[src/rtl/pwm_pkg.sv]
// Shared definitions for the PWM duty sequencer.
//   - state_e            : sequencer state (OFF, RAMP, RUN, STOP)
//   - *_DEF              : default parameter values for the 10-step datapath
//   - sat_inc / sat_dec  : saturating duty/target arithmetic
package pwm_pkg;

    localparam int DUTY_MAX_DEF  = 10;
    localparam int DUTY_W_DEF    = 4;
    localparam int DUTY_INIT_DEF = 5;
    localparam int STEP_DIV_DEF  = 4;

    // Working width of the saturating helpers; callers zero-extend into it
    // and truncate back, so any DUTY_W up to SAT_W is supported.
    localparam int SAT_W = 8;

    typedef enum logic [1:0] {
        ST_OFF  = 2'd0,
        ST_RAMP = 2'd1,
        ST_RUN  = 2'd2,
        ST_STOP = 2'd3
    } state_e;

    // +1 clamped at lim; the compare happens before the add so it never wraps.
    function automatic logic [SAT_W-1:0] sat_inc(input logic [SAT_W-1:0] v,
                                                 input logic [SAT_W-1:0] lim);
        return (v >= lim) ? lim : v + SAT_W'(1);
    endfunction

    // -1 clamped at 0.
    function automatic logic [SAT_W-1:0] sat_dec(input logic [SAT_W-1:0] v);
        return (v == '0) ? '0 : v - SAT_W'(1);
    endfunction

endpackage

[src/rtl/pwm_duty_sequencer_if.sv]
// Host target-load channel of the duty sequencer.
//   tgt_valid   host -> seq   load request
//   tgt_data    host -> seq   requested target code
//   tgt_ready   seq  -> host  load accepted when tgt_valid & tgt_ready
//   tgt_clamped seq  -> host  one-cycle pulse: accepted value exceeded DUTY_MAX
interface pwm_duty_sequencer_if
    import pwm_pkg::*;
#(
    parameter int DUTY_W = DUTY_W_DEF
);
    logic              tgt_valid;
    logic [DUTY_W-1:0] tgt_data;
    logic              tgt_ready;
    logic              tgt_clamped;

    modport master (output tgt_valid, output tgt_data,
                    input  tgt_ready, input  tgt_clamped);

    modport slave  (input  tgt_valid, input  tgt_data,
                    output tgt_ready, output tgt_clamped);
endinterface

[src/rtl/pwm_step_timer.sv]
// Ramp step prescaler: counts PWM period_end pulses and issues one tick
// every STEP_DIV periods.
//   clk, rst_n    clock, async active-low reset
//   period_end_i  one-cycle pulse on the last count of a PWM period
//   clr_i         restart the count (state entry); a coincident period_end
//                 is discarded and produces no tick
//   tick_o        combinational: this period_end completes a step
module pwm_step_timer #(
    parameter int STEP_DIV = 4
) (
    input  logic clk,
    input  logic rst_n,
    input  logic period_end_i,
    input  logic clr_i,
    output logic tick_o
);
    // STEP_DIV=1 still needs a 1-bit counter that simply stays at 0.
    localparam int CNT_W = (STEP_DIV > 1) ? $clog2(STEP_DIV) : 1;
    localparam logic [CNT_W-1:0] CNT_LAST = CNT_W'(STEP_DIV - 1);

    logic [CNT_W-1:0] step_cnt_q, step_cnt_d;
    logic             last;

    assign last   = (step_cnt_q == CNT_LAST);
    assign tick_o = period_end_i & last & ~clr_i;

    always_comb begin
        step_cnt_d = step_cnt_q;
        if (clr_i)
            step_cnt_d = '0;
        else if (period_end_i)
            step_cnt_d = last ? '0 : step_cnt_q + CNT_W'(1);
    end

    always_ff @(posedge clk or negedge rst_n) begin
        if (!rst_n)
            step_cnt_q <= '0;
        else
            step_cnt_q <= step_cnt_d;
    end
endmodule

[src/rtl/pwm_duty_sequencer.sv]
// Duty-cycle setpoint controller for the PWM datapath.
// Merges debounced inc/dec pulses and host target loads into one target and
// ramps the applied duty toward it one code per step tick, so duty only ever
// changes on the first cycle of a PWM period.
//   clk, rst_n   clock, async active-low reset
//   enable       1 = run, 0 = soft-stop (ramp duty down to 0, then OFF)
//   period_end   one-cycle pulse on the PWM counter's last count
//   inc_pulse    target +1 (saturating)
//   dec_pulse    target -1 (saturating)
//   host         target-load channel (slave side)
//   duty         applied duty code
//   pwm_en       PWM output gate (RAMP/RUN/STOP)
//   busy         ramp or stop in progress
//   at_target    duty equals target while in RUN
module pwm_duty_sequencer
    import pwm_pkg::*;
#(
    parameter int DUTY_MAX  = DUTY_MAX_DEF,
    parameter int DUTY_W    = DUTY_W_DEF,
    parameter int DUTY_INIT = DUTY_INIT_DEF,
    parameter int STEP_DIV  = STEP_DIV_DEF
) (
    input  logic                clk,
    input  logic                rst_n,
    input  logic                enable,
    input  logic                period_end,
    input  logic                inc_pulse,
    input  logic                dec_pulse,
    pwm_duty_sequencer_if.slave host,
    output logic [DUTY_W-1:0]   duty,
    output logic                pwm_en,
    output logic                busy,
    output logic                at_target
);
    localparam logic [DUTY_W-1:0] MAX_C = DUTY_W'(DUTY_MAX);

    state_e            state_q, state_d;
    logic [DUTY_W-1:0] duty_q, duty_d;
    logic [DUTY_W-1:0] target_q, target_d;
    logic              clamp_q, clamp_d;
    logic              pwm_en_q, busy_q, at_tgt_q, ready_q;
    logic              step_clr, tick, accept;

    assign accept = host.tgt_valid & ready_q;

    // Target arbitration: host load > inc > dec; inc together with dec
    // cancels. Frozen while stopping (the host is also stalled then).
    always_comb begin
        target_d = target_q;
        clamp_d  = 1'b0;
        if (state_q != ST_STOP) begin
            if (accept) begin
                if (host.tgt_data > MAX_C) begin
                    target_d = MAX_C;
                    clamp_d  = 1'b1;
                end else begin
                    target_d = host.tgt_data;
                end
            end else if (inc_pulse && !dec_pulse) begin
                target_d = DUTY_W'(sat_inc(SAT_W'(target_q), SAT_W'(DUTY_MAX)));
            end else if (dec_pulse && !inc_pulse) begin
                target_d = DUTY_W'(sat_dec(SAT_W'(target_q)));
            end
        end
    end

    // Next state. Independent of the tick, so the step timer clear can be
    // derived from it without a combinational loop. Disable beats the
    // duty/target comparison.
    always_comb begin
        state_d = state_q;
        case (state_q)
            ST_OFF:  if (enable) state_d = ST_RAMP;
            ST_RAMP: if (!enable)                 state_d = ST_STOP;
                     else if (duty_q == target_q) state_d = ST_RUN;
            ST_RUN:  if (!enable)                 state_d = ST_STOP;
                     else if (duty_q != target_q) state_d = ST_RAMP;
            ST_STOP: if (enable)                  state_d = ST_RAMP;
                     else if (duty_q == '0)       state_d = ST_OFF;
            default: state_d = ST_OFF;
        endcase
    end

    // Every entry into RAMP or STOP restarts the step count.
    assign step_clr = (state_d != state_q) &&
                      ((state_d == ST_RAMP) || (state_d == ST_STOP));

    // Duty moves only on a tick and only while the state holds; the
    // direction is re-evaluated each tick so mid-ramp target changes are
    // followed.
    always_comb begin
        duty_d = duty_q;
        if (tick && (state_d == state_q)) begin
            if (state_q == ST_RAMP)
                duty_d = (target_q > duty_q)
                       ? DUTY_W'(sat_inc(SAT_W'(duty_q), SAT_W'(DUTY_MAX)))
                       : DUTY_W'(sat_dec(SAT_W'(duty_q)));
            else if (state_q == ST_STOP)
                duty_d = DUTY_W'(sat_dec(SAT_W'(duty_q)));
        end
        if (state_q == ST_OFF)
            duty_d = '0;
    end

    // State, datapath and status outputs; status is decoded from the next
    // state so it is registered yet aligned with state_q.
    always_ff @(posedge clk or negedge rst_n) begin
        if (!rst_n) begin
            state_q  <= ST_OFF;
            duty_q   <= '0;
            target_q <= DUTY_W'(DUTY_INIT);
            clamp_q  <= 1'b0;
            pwm_en_q <= 1'b0;
            busy_q   <= 1'b0;
            at_tgt_q <= 1'b0;
            ready_q  <= 1'b1;
        end else begin
            state_q  <= state_d;
            duty_q   <= duty_d;
            target_q <= target_d;
            clamp_q  <= clamp_d;
            pwm_en_q <= (state_d != ST_OFF);
            busy_q   <= (state_d == ST_RAMP) || (state_d == ST_STOP);
            at_tgt_q <= (state_d == ST_RUN);
            ready_q  <= (state_d != ST_STOP);
        end
    end

    pwm_step_timer #(
        .STEP_DIV (STEP_DIV)
    ) u_step_timer (
        .clk          (clk),
        .rst_n        (rst_n),
        .period_end_i (period_end),
        .clr_i        (step_clr),
        .tick_o       (tick)
    );

    assign duty             = duty_q;
    assign pwm_en           = pwm_en_q;
    assign busy             = busy_q;
    assign at_target        = at_tgt_q;
    assign host.tgt_ready   = ready_q;
    assign host.tgt_clamped = clamp_q;
endmodule

[src/flat_wrapper.sv]
// flat-port wrapper written by rule: the top's interface ports become plain ports
module pwm_duty_sequencer_flat import pwm_pkg::*;
#(
    parameter int DUTY_MAX  = DUTY_MAX_DEF,
    parameter int DUTY_W    = DUTY_W_DEF,
    parameter int DUTY_INIT = DUTY_INIT_DEF,
    parameter int STEP_DIV  = STEP_DIV_DEF
)
  (clk, rst_n, enable, period_end, inc_pulse, dec_pulse, duty, pwm_en, busy, at_target, host_tgt_valid, host_tgt_data, host_tgt_ready, host_tgt_clamped);
  pwm_duty_sequencer_if #(.DUTY_W(DUTY_W)) host_i ();
  input  logic clk;
  input  logic rst_n;
  input  logic enable;
  input  logic period_end;
  input  logic inc_pulse;
  input  logic dec_pulse;
  output logic [DUTY_W-1:0] duty;
  output logic pwm_en;
  output logic busy;
  output logic at_target;
  input wire logic [$bits(host_i.tgt_valid)-1:0] host_tgt_valid;
  input wire logic [$bits(host_i.tgt_data)-1:0] host_tgt_data;
  output wire logic [$bits(host_i.tgt_ready)-1:0] host_tgt_ready;
  output wire logic [$bits(host_i.tgt_clamped)-1:0] host_tgt_clamped;
  assign host_i.tgt_valid = host_tgt_valid;
  assign host_i.tgt_data = host_tgt_data;
  assign host_tgt_ready = host_i.tgt_ready;
  assign host_tgt_clamped = host_i.tgt_clamped;
  pwm_duty_sequencer #(.DUTY_MAX(DUTY_MAX), .DUTY_W(DUTY_W), .DUTY_INIT(DUTY_INIT), .STEP_DIV(STEP_DIV)) u_core (.clk(clk), .rst_n(rst_n), .enable(enable), .period_end(period_end), .inc_pulse(inc_pulse), .dec_pulse(dec_pulse), .host(host_i), .duty(duty), .pwm_en(pwm_en), .busy(busy), .at_target(at_target));
endmodule
[config.mk]
export PLATFORM = sky130hd
export DESIGN_NAME = pwm_duty_sequencer_flat
export DESIGN_NICKNAME = d
export VERILOG_FILES = /design/src/rtl/pwm_pkg.sv /design/src/rtl/pwm_duty_sequencer_if.sv /design/src/rtl/pwm_step_timer.sv /design/src/rtl/pwm_duty_sequencer.sv /design/src/flat_wrapper.sv
export SDC_FILE = /design/constraint.sdc
export NUM_CORES = 1
export LEC_CHECK = 0
export ABC_AREA = 0
export BUFFER_PORTS_ARGS = -buffer_cell sky130_fd_sc_hd__buf_4
export CAP_MARGIN = 20
export CORE_ASPECT_RATIO = 0.8
export CORE_MARGIN = 1.5
export CORE_UTILIZATION = 58
export CTS_BUF_LIST = sky130_fd_sc_hd__clkbuf_8
export CTS_CLUSTER_SIZE = 14
export DETAILED_ROUTE_END_ITERATION = 10
export GPL_TIMING_DRIVEN = 0
export PLACE_DENSITY = 0.81
export REMOVE_ABC_BUFFERS = 1
export SYNTH_ARGS = -nofsm -noshare
export SYNTH_HDL_FRONTEND = slang
export SYNTH_SLANG_ARGS = --single-unit
[constraint.sdc]
create_clock -name clk -period 2.65 [get_ports clk]
set_clock_uncertainty 0.2 [all_clocks]
set_input_delay 0 -clock clk [delete_from_list [all_inputs] [get_ports clk]]
set_output_delay 0 -clock clk [all_outputs]
set_load 0.01 [all_outputs]
==> impl_metrics.py, run 1 <==
metrics = {
    "outcome": {
        "status": "completed",
    },
    "floorplanning": {
        "die_w_um": 56.14,
        "core_area_um2": 2140,
        "io_pins": 20,
        "start_util_pct": 61.23,
        "dieArea_um2": 2554,
        "fp.dieH_um": 45.51,
        "rows": 15,
    },
    "cells_and_area": {
        "final_nets": 206,
        "mostFrequentLayoutCell": "buf_4",
        "drive_gt1_share_pct": 19.23,
        "seqCellArea_um2": 404.1,
        "fill_cells": 136,
        "syn_to_final_growth_pct": 24.83,
        "final_cell_mix": "buf_4 (19), nand2_1 (13), dlygate4sd3_1 (13), dfrtp_1 (13)",
        "multi_input_area_um2": 830.8,
        "stdcell_area_um2": 1635,
        "antenna_cells": 0,
    },
    "setup_path": {
        "path_delay_family": "compound AO/OA/AOI/OAI gates",
        "worst_r2r_startpoint": "u_core.target_q[0]$_DFFE_PN1P_",
        "slowest_delay_ps": 600,
        "startpoint_type": "flip-flop",
        "cp_cell_sequence": "inv_1, ha_1, o31a_1, a221oi_2, nand2_1, a31oi_1, dlygate4sd3_1",
        "critical_path_arrival_ps": 2520,
        "r2r_cells": 7,
        "cp.required_ps": 2640,
        "critPathSlowestCell": "dfstp_2",
        "cp_max_fo": 6,
        "r2r_slack_ps": 120,
        "cp-startpoint": "u_core.target_q[0]$_DFFE_PN1P_",
        "rr_endpoint": "u_core.target_q[0]$_DFFE_PN1P_",
        "crit_type": "flip-flop to flip-flop",
        "worstSetupEndpointType": "flip-flop",
        "crit_buf_inv": 2,
    },
    "power": {
        "p_leak_nw": 0.7504,
        "powerDensity_nw_per_um2": 1029,
        "peakVddDrop_uv": 772.6,
    },
    "routing": {
        "vias_per_cell": 6.097,
        "postRouteAntennaNets": 0,
        "wl_mm": 3.280,
        "wire_per_inst_um": 15.85,
        "drt-initial-drc-count": 66,
        "drc": 0,
        "vias": 1262,
        "drt-pass1-iter-count": 4,
    },
    "placement": {
        "routabilityCongestion": 0.8539,
        "dpl-instance-area_um2": 1444,
        "port_buffers": 19,
        "dp_hpwl_mm": 2.163,
    },
    "timing": {
        "slew_headroom_pct": 60.50,
        "rsz0062_at_grt": "no",
        "setup_tns_ps": 0,
        "worstMarginPinSlew_ps": 590.6,
        "drv_slew": 0,
        "fmaxAchievable_ghz": 0.3951,
        "hold_violations": 0,
        "setup_viol": 0,
        "fin_crit_ps": 2531,
        "period_share_pct": 95.52,
    },
    "yosys": {
        "yosysSeqAreaShare_pct": 30.85,
        "synth_flop_cell": "dfrtp_1",
        "synth_cells": 153,
        "synth_area_per_cell_um2": 8.562,
        "synth-edff-count": 0,
        "synthDistinctLibCells": 45,
        "synthArstFlopShare_pct": 100.0,
        "syn_area_um2": 1310,
        "synth_warnings": 0,
        "synth_seq_cells": 16,
    },
    "clocking": {
        "cts-buffers-inserted": 3,
        "cts_buffer_depth": 2,
        "cts-root-buf": "clkbuf_8",
        "worstSkewPairLatency_ps": 250,
        "path_clk_slew_ps": 60,
        "cts_tree": "built",
        "cts_sinks": 16,
        "post-cts-setup-buffer-count": 0,
        "htree_num_levels": 1,
    },
    "global_route": {
        "grt_pass1_wl_mm": 5.319,
        "overflow": 0,
        "grt_usage_pct": 27.16,
        "first_global_vias": 1157,
        "antenna_found_initial": 0,
        "grt_max_degree": 15,
    },
    "job": {
        "max-cap-violations": 0,
    },
    "worst_hold_path": {
        "min_path_type": "input pin to async pin",
    },
}
## synth_stat cells, types with 3 or more instances
cell	number	share of area, %
dfrtp_1	13	25
nand2_1	13	3.7
ha_1	12	11
o21ai_0	12	4.6
nor2_1	11	3.2
inv_1	10	2.9
a21oi_1	8	3.1
mux2i_1	7	5.3
nand3_1	7	2.7
nor3_1	6	2.3
buf_2	5	1.9
o211ai_1	4	2.3
dfstp_2	3	6.0
o21ai_1	3	1.1
xnor2_1	3	2.0
## how the worst max path moves through the flow
stage / endpoint / slack [ps] / cells after the start
floorplan: u_core.duty[0]$_DFFE_PN0P_ / 610 / 7
global placement: u_core.duty[2]$_DFFE_PN0P_ / 470 / 7
detailed placement: u_core.duty[1]$_DFFE_PN0P_ / 370 / 7
CTS: u_core.target_q[0]$_DFFE_PN1P_ / 70 / 7
global route: u_core.target_q[0]$_DFFE_PN1P_ / 30 / 7
finish: u_core.target_q[0]$_DFFE_PN1P_ / 120 / 7
## layout make-up
class,count,area share [%]
multi-input combinational,119,50.80
tap,25,1.913
inverter,11,2.525
clock buffer,4,3.366
timing repair buffer,32,16.68
sequential,16,24.71
## logic make-up (layout without fill, tap and decap cells)
logic type / Yosys count / after routing / share of synthesized area, %
AND/OR/NAND/NOR: 50 / 50 / 19.10
AO/OA/AOI/OAI: 45 / 45 / 23.02
buffers and inverters: 18 / 47 / 6.208
flip-flops: 16 / 16 / 30.85
adder cells (fa/ha/maj): 12 / 12 / 11.46
multiplexers: 9 / 9 / 7.354
XOR/XNOR: 3 / 3 / 2.006
## sequential cells by signal (all words and copies together), names as in the netlist
signal                          cells
u_core.at_target                    1
u_core.busy                         1
u_core.duty                         4
u_core.host.tgt_clamped             1
u_core.host.tgt_ready               1
u_core.pwm_en                       1
u_core.state_q                      1
u_core.target_q                     4
u_core.u_step_timer.step_cnt_q      2
## metrics by stage
step | power, W | instances | setup WS, ps | util, % | hold slack, ps
floorplan | 0.001133 | 146 | 612.4 | - | -495.6
global placement | 0.001331 | 190 | 468.2 | 67.49 | -333.7
detailed placement | 0.001376 | 190 | 371.2 | 67.49 | -332.9
CTS | 0.001644 | 207 | 66.91 | 76.14 | 53.37
global route | 0.001810 | 207 | 33.22 | 76.43 | 89.48
finish | 0.001682 | 207 | 118.7 | 76.43 | 88.48
## worst register-to-register path: cells and delay by family (launching register included)
family	cells	cell delay (ps)
compound gates	3	700
buf+inv	2	660
flops	1	600
fa+ha+maj	1	220
simple gates	1	90
## where the power goes
group,switching (W),internal (W),total [W]
sequential,0.000158,0.000345,0.000502
clock,0.0000872,0.000132,0.000219
combinational,0.000504,0.000457,0.000961
## routing by layer
layer  global-route usage, %  vias up  wire [µm]
met5                       0        -          0
met4                   8.095        0         24
met3                   4.261        4        191
met2                   47.76       50       1629
met1                   35.41      594       1435
li1                        -      614          -
## repair_timing
action / 4_1_cts / 5_1_grt
setup endpoints to repair: 0 / 1
endpoints found under the hold margin: 27 / 0
hold buffers: 13 / 0
resized for setup: 0 / 1
No activity file was read; power rests on OpenSTA's default activity.
==> run 2: changes to the inputs <==
Settings changed: CORE_ASPECT_RATIO 0.8 to 0.7, CORE_UTILIZATION 58 to 40, PLACE_DENSITY 0.81 to default.
==> impl_metrics.py, run 2 (synthesis gave the netlist of run 1 again) <==
metrics = {
    "clocking": {
        "cts_buffer_depth": 2,
        "htree_num_levels": 1,
        "post_cts_resized": 0,
        "cts-root-buf": "clkbuf_8",
        "cts-buffers-inserted": 3,
        "cts_sinks": 16,
        "worstSkewPairLatency_ps": 250,
        "cts_tree": "built",
        "path_clk_slew_ps": 60,
        "hold_buffers": 12,
        "post-cts-setup-buffer-count": 0,
    },
    "cells_and_area": {
        "syn_to_final_growth_pct": 24.83,
        "post-route-util_pct": 52.30,
        "mostFrequentLayoutCell": "buf_4",
        "multi_input_area_um2": 824.5,
        "seqCellArea_um2": 404.1,
        "final_cell_mix": "buf_4 (19), nand2_1 (13), dfrtp_1 (13)",
        "stdcell_count": 219,
        "final_nets": 205,
        "drive_gt1_share_pct": 18.78,
        "antenna_cells": 0,
        "fill_cells": 299,
    },
    "floorplanning": {
        "start_util_pct": 41.90,
        "die_w_um": 71.40,
        "dieArea_um2": 3633,
        "io_pins": 20,
        "rows": 17,
        "fp.dieH_um": 50.88,
        "core_area_um2": 3127,
    },
    "global_route": {
        "overflow": 0,
        "antenna_found_initial": 0,
        "grt_pass1_wl_mm": 4.926,
        "grt_usage_pct": 17.21,
        "first_global_vias": 1095,
        "grt_max_degree": 15,
    },
    "power": {
        "powerDensity_nw_per_um2": 1008,
        "power.internal_w": 0.0009269,
        "peakVddDrop_uv": 665.4,
        "p_leak_nw": 0.7470,
        "pwr-share-clk_pct": 13.2,
        "p_comb_share_pct": 56.4,
        "netSwitchingFraction_pct": 43.79,
        "finalPower_w": 0.001649,
        "p_switching_w": 0.0007220,
        "seq_power_share_pct": 30.4,
    },
    "job": {
        "max-cap-violations": 0,
    },
    "routing": {
        "drt-initial-drc-count": 45,
        "wl_mm": 2.952,
        "vias_per_cell": 5.489,
        "vias": 1202,
        "drc": 0,
        "drt-pass1-iter-count": 4,
        "wire_per_inst_um": 13.48,
        "postRouteAntennaNets": 0,
    },
    "setup_path": {
        "cp_max_fo": 6,
        "cp_cell_sequence": "inv_1, ha_1, o31a_1, a221oi_1, nand2_1, a31oi_1, dlygate4sd3_1",
        "worst_r2r_startpoint": "u_core.target_q[0]$_DFFE_PN1P_",
        "cp-startpoint": "u_core.target_q[0]$_DFFE_PN1P_",
        "r2r_slack_ps": 110,
        "critical_path_arrival_ps": 2530,
        "crit_type": "flip-flop to flip-flop",
        "worstSetupEndpointType": "flip-flop",
        "slowest_delay_ps": 590,
        "r2r_cells": 7,
        "startpoint_type": "flip-flop",
        "critical_path.endpoint": "u_core.target_q[0]$_DFFE_PN1P_",
        "cp.required_ps": 2640,
        "critPathSlowestCell": "dfstp_2",
        "rr_endpoint": "u_core.target_q[0]$_DFFE_PN1P_",
    },
    "timing": {
        "drv_slew": 0,
        "fmaxAchievable_ghz": 0.3944,
        "rsz0062_at_grt": "no",
        "hold_violations": 0,
        "setup_tns_ps": 0,
        "worstMarginPinSlew_ps": 604.2,
        "slew_headroom_pct": 59.59,
        "fin_hold_ws_ps": 49.32,
        "period_share_pct": 95.68,
        "setup_viol": 0,
        "fin_crit_ps": 2535,
    },
    "placement": {
        "port_buffers": 19,
        "place_inst": 203,
        "routabilityCongestion": 0.8163,
        "dp_hpwl_mm": 2.139,
    },
    "worst_hold_path": {
        "min_path_type": "input pin to async pin",
    },
    "outcome": {
        "status": "completed",
    },
}
run 2: worst min-delay path by stage:
stage | to | slack [ps] | cells past startpoint
after floorplan | u_core.at_target$_DFF_PN0_ | -500 | 0
after global placement | u_core.busy$_DFF_PN0_ | -330 | 1
after detailed placement | u_core.busy$_DFF_PN0_ | -330 | 1
after CTS | u_core.host.tgt_ready$_DFF_PN1_ | 40 | 2
after global routing | u_core.target_q[0]$_DFFE_PN1P_ | 60 | 2
final | u_core.target_q[0]$_DFFE_PN1P_ | 50 | 2
run 2: cell type report:
class                      instances  share of cell area, %
inverter                          11                  2.525
tap                               38                  2.907
clock buffer                       4                  3.366
multi-input combinational        119                  50.42
sequential                        16                  24.71
timing repair buffer              31                  16.07
run 2: through the flow:
step	area, µm²	setup slack, ps
finish	1635	114.6
global route	1635	49.02
floorplan	1270	612.4
CTS	1635	141.1
detailed placement	1460	441.2
global placement	1460	402.8
run 2: power groups by stage:
stage	clock network (W)	logic (W)	registers, W
floorplan	0	0.000655	0.000477
global placement	0	0.000859	0.000497
detailed placement	0	0.000876	0.000502
CTS	0.000221	0.000923	0.000498
global route	0.000231	0.00105	0.000521
finish	0.000217	0.000930	0.000502
run 2: routing by layer:
layer	share of wire [%]	wire [µm]	GRT usage, %	up-vias
met5	0	0	0	-
met4	0.91	27	4.403	0
met3	4.4	130	3.353	4
met2	43	1270	26.85	24
met1	52	1522	24.54	561
li1	-	-	-	613
run 2: worst max-delay path: cells and delay by family, from the launching register on:
family,cells,cell delay (ps)
DFF,1,590
and+or+nand+nor,1,100
adders and majority gates,1,210
AOI/OAI and AO/OA,3,710
buffers and inverters,2,670
==> run 3: changes to the inputs <==
Settings changed: BUFFER_PORTS_ARGS -buffer_cell sky130_fd_sc_hd__buf_4 to default, CELL_PAD_IN_SITES_DETAIL_PLACEMENT from default to 1, CELL_PAD_IN_SITES_GLOBAL_PLACEMENT from default to 2, CORE_UTILIZATION 40 to 39, DONT_BUFFER_PORTS from default to 1, PLACE_DENSITY_LB_ADDON from default to 0.1.
==> impl_metrics.py, run 3 (synthesis gave the netlist of run 1 again) <==
metrics = {
    "setup_path": {
        "worst_r2r_startpoint": "u_core.target_q[0]$_DFFE_PN1P_",
        "slowest_delay_ps": 590,
        "cp_max_fo": 6,
        "worstSetupEndpointType": "flip-flop",
        "cp.required_ps": 2580,
        "rr_endpoint": "u_core.target_q[1]$_DFFE_PN0P_",
        "path_delay_family": "compound AO/OA/AOI/OAI gates",
        "crit_buf_inv": 2,
        "cp-startpoint": "u_core.target_q[0]$_DFFE_PN1P_",
        "worst-path-stages": 8,
        "startpoint_type": "flip-flop",
        "crit_type": "flip-flop to flip-flop",
        "r2r_cells": 8,
        "cp_cell_sequence": "inv_1, ha_1, o31a_1, o21ai_2, a21oi_1, o21ai_1, dlygate4sd3_1, o21ai_0",
        "critPathSlowestCell": "dfstp_2",
        "critical_path.endpoint": "u_core.target_q[1]$_DFFE_PN0P_",
        "r2r_slack_ps": 120,
        "critical_path_arrival_ps": 2460,
    },
    "clocking": {
        "cts_buffer_depth": 2,
        "post-cts-setup-buffer-count": 0,
        "worstSkewPairLatency_ps": 250,
        "cts-buffers-inserted": 3,
        "cts_sinks": 16,
        "cts-root-buf": "clkbuf_8",
        "htree_num_levels": 1,
        "cts_tree": "built",
        "path_clk_slew_ps": 60,
    },
    "timing": {
        "setup_tns_ps": 0,
        "worstMarginPinSlew_ps": 758.3,
        "hold_violations": 0,
        "slew_headroom_pct": 49.28,
        "setup_viol": 0,
        "rsz0062_at_grt": "no",
        "fmaxAchievable_ghz": 0.3953,
        "drv_slew": 0,
        "fin_crit_ps": 2530,
        "period_share_pct": 95.45,
    },
    "power": {
        "p_leak_nw": 0.6747,
        "powerDensity_nw_per_um2": 1057,
        "peakVddDrop_uv": 548.4,
    },
    "routing": {
        "drt-pass1-iter-count": 4,
        "vias": 1209,
        "drc": 0,
        "vias_per_cell": 5.869,
        "drt-initial-drc-count": 26,
        "wire_per_inst_um": 18.24,
        "wl_mm": 3.757,
        "postRouteAntennaNets": 0,
    },
    "floorplanning": {
        "dieArea_um2": 3721,
        "die_w_um": 72.27,
        "rows": 17,
        "core_area_um2": 3169,
        "start_util_pct": 41.33,
        "fp.dieH_um": 51.49,
        "io_pins": 20,
    },
    "cells_and_area": {
        "drive_gt1_share_pct": 8.929,
        "mostFrequentLayoutCell": "dlygate4sd3_1",
        "antenna_cells": 0,
        "syn_to_final_growth_pct": 18.62,
        "final_cell_mix": "dlygate4sd3_1 (18), nand2_1 (13), dfrtp_1 (13), ha_1 (12)",
        "stdcell_area_um2": 1554,
        "fill_cells": 371,
        "post-route-util_pct": 49.03,
        "final_nets": 192,
    },
    "placement": {
        "dpl-instance-area_um2": 1318,
        "routabilityCongestion": 0.8241,
        "port_buffers": 0,
        "dp_hpwl_mm": 2.584,
    },
    "global_route": {
        "grt_pass1_wl_mm": 6.168,
        "overflow": 0,
        "grt_usage_pct": 21.66,
        "grt_max_degree": 17,
        "antenna_found_initial": 0,
        "first_global_vias": 1246,
    },
    "worst_hold_path": {
        "min_path_type": "input pin to async pin",
    },
    "outcome": {
        "status": "completed",
    },
    "job": {
        "max-cap-violations": 0,
    },
}
-- run 3: cell types whose count changed in the layout (fill, tap and decap cells not counted), sizes merged --
cell and delta:
dlygate4sd3 +6, buf -19, clkbuf -1, inv +1
-- run 3: layout make-up --
class                           instances  area (µm²)  area share [%]
Clock inverter                          1       3.754          0.2415
Sequential cell                        16       404.1           26.01
Clock buffer                            3       41.29           2.657
Tap cell                               38       47.55           3.060
Multi-Input combinational cell        119       835.8           53.78
Timing Repair Buffer                   18       180.2           11.59
Inverter                               11       41.29           2.657
-- run 3: worst min-delay path by stage --
| stage | depth (start not counted) | slack [ps] | to |
|---|---|---|---|
| final | 1 | 70 | u_core.duty[2]$_DFFE_PN0P_ |
| after global routing | 1 | 110 | u_core.duty[3]$_DFFE_PN0P_ |
| after CTS | 3 | 60 | u_core.target_q[3]$_DFFE_PN0P_ |
| after detailed placement | 0 | -500 | u_core.u_step_timer.step_cnt_q[0]$_DFFE_PN0P_ |
| after global placement | 0 | -500 | u_core.u_step_timer.step_cnt_q[1]$_DFFE_PN0P_ |
| after floorplan | 0 | -500 | u_core.at_target$_DFF_PN0_ |
-- run 3: routing by layer --
| metal | track usage, % | wire length [µm] | vias up |
|---|---|---|---|
| met5 | 0 | 0 | - |
| met4 | 1.887 | 15 | 0 |
| met3 | 5.233 | 182 | 2 |
| met2 | 36.27 | 1677 | 21 |
| met1 | 29.77 | 1882 | 599 |
| li1 | - | - | 587 |
-- run 3: stage by stage --
step | setup slack (ps) | hold slack [ps] | std cells | total power [W]
2_1_floorplan | 612.4 | -495.6 | 146 | 0.001133
3_3_place_gp | 301.2 | -495.3 | 184 | 0.001315
3_5_place_dp | 236.1 | -495.4 | 184 | 0.001363
4_1_cts | 74.38 | 59.86 | 206 | 0.001619
5_1_grt | 9.053 | 108.9 | 206 | 0.001793
6_report | 120.4 | 66.24 | 206 | 0.001643
-- run 3: worst reg2reg max path, cell delays in order (launching register included) --
cell	delay, ps
dfstp_2	590
inv_1	100
ha_1	220
o31a_1	310
o21ai_2	140
a21oi_1	90
o21ai_1	140
dlygate4sd3_1	550
o21ai_0	70
-- run 3: what timing repair did --
action,CTS,global route
gates resized for setup,0,4
hold buffers,18,0
endpoints found under the setup margin,0,2
hold endpoints to repair,30,0
-- run 3: report_power, final --
part	switching [W]	internal (W)	leakage, nW
logic	0.000502	0.000426	0.451
registers	0.000186	0.000345	0.197
clock network	0.0000802	0.000103	0.0269
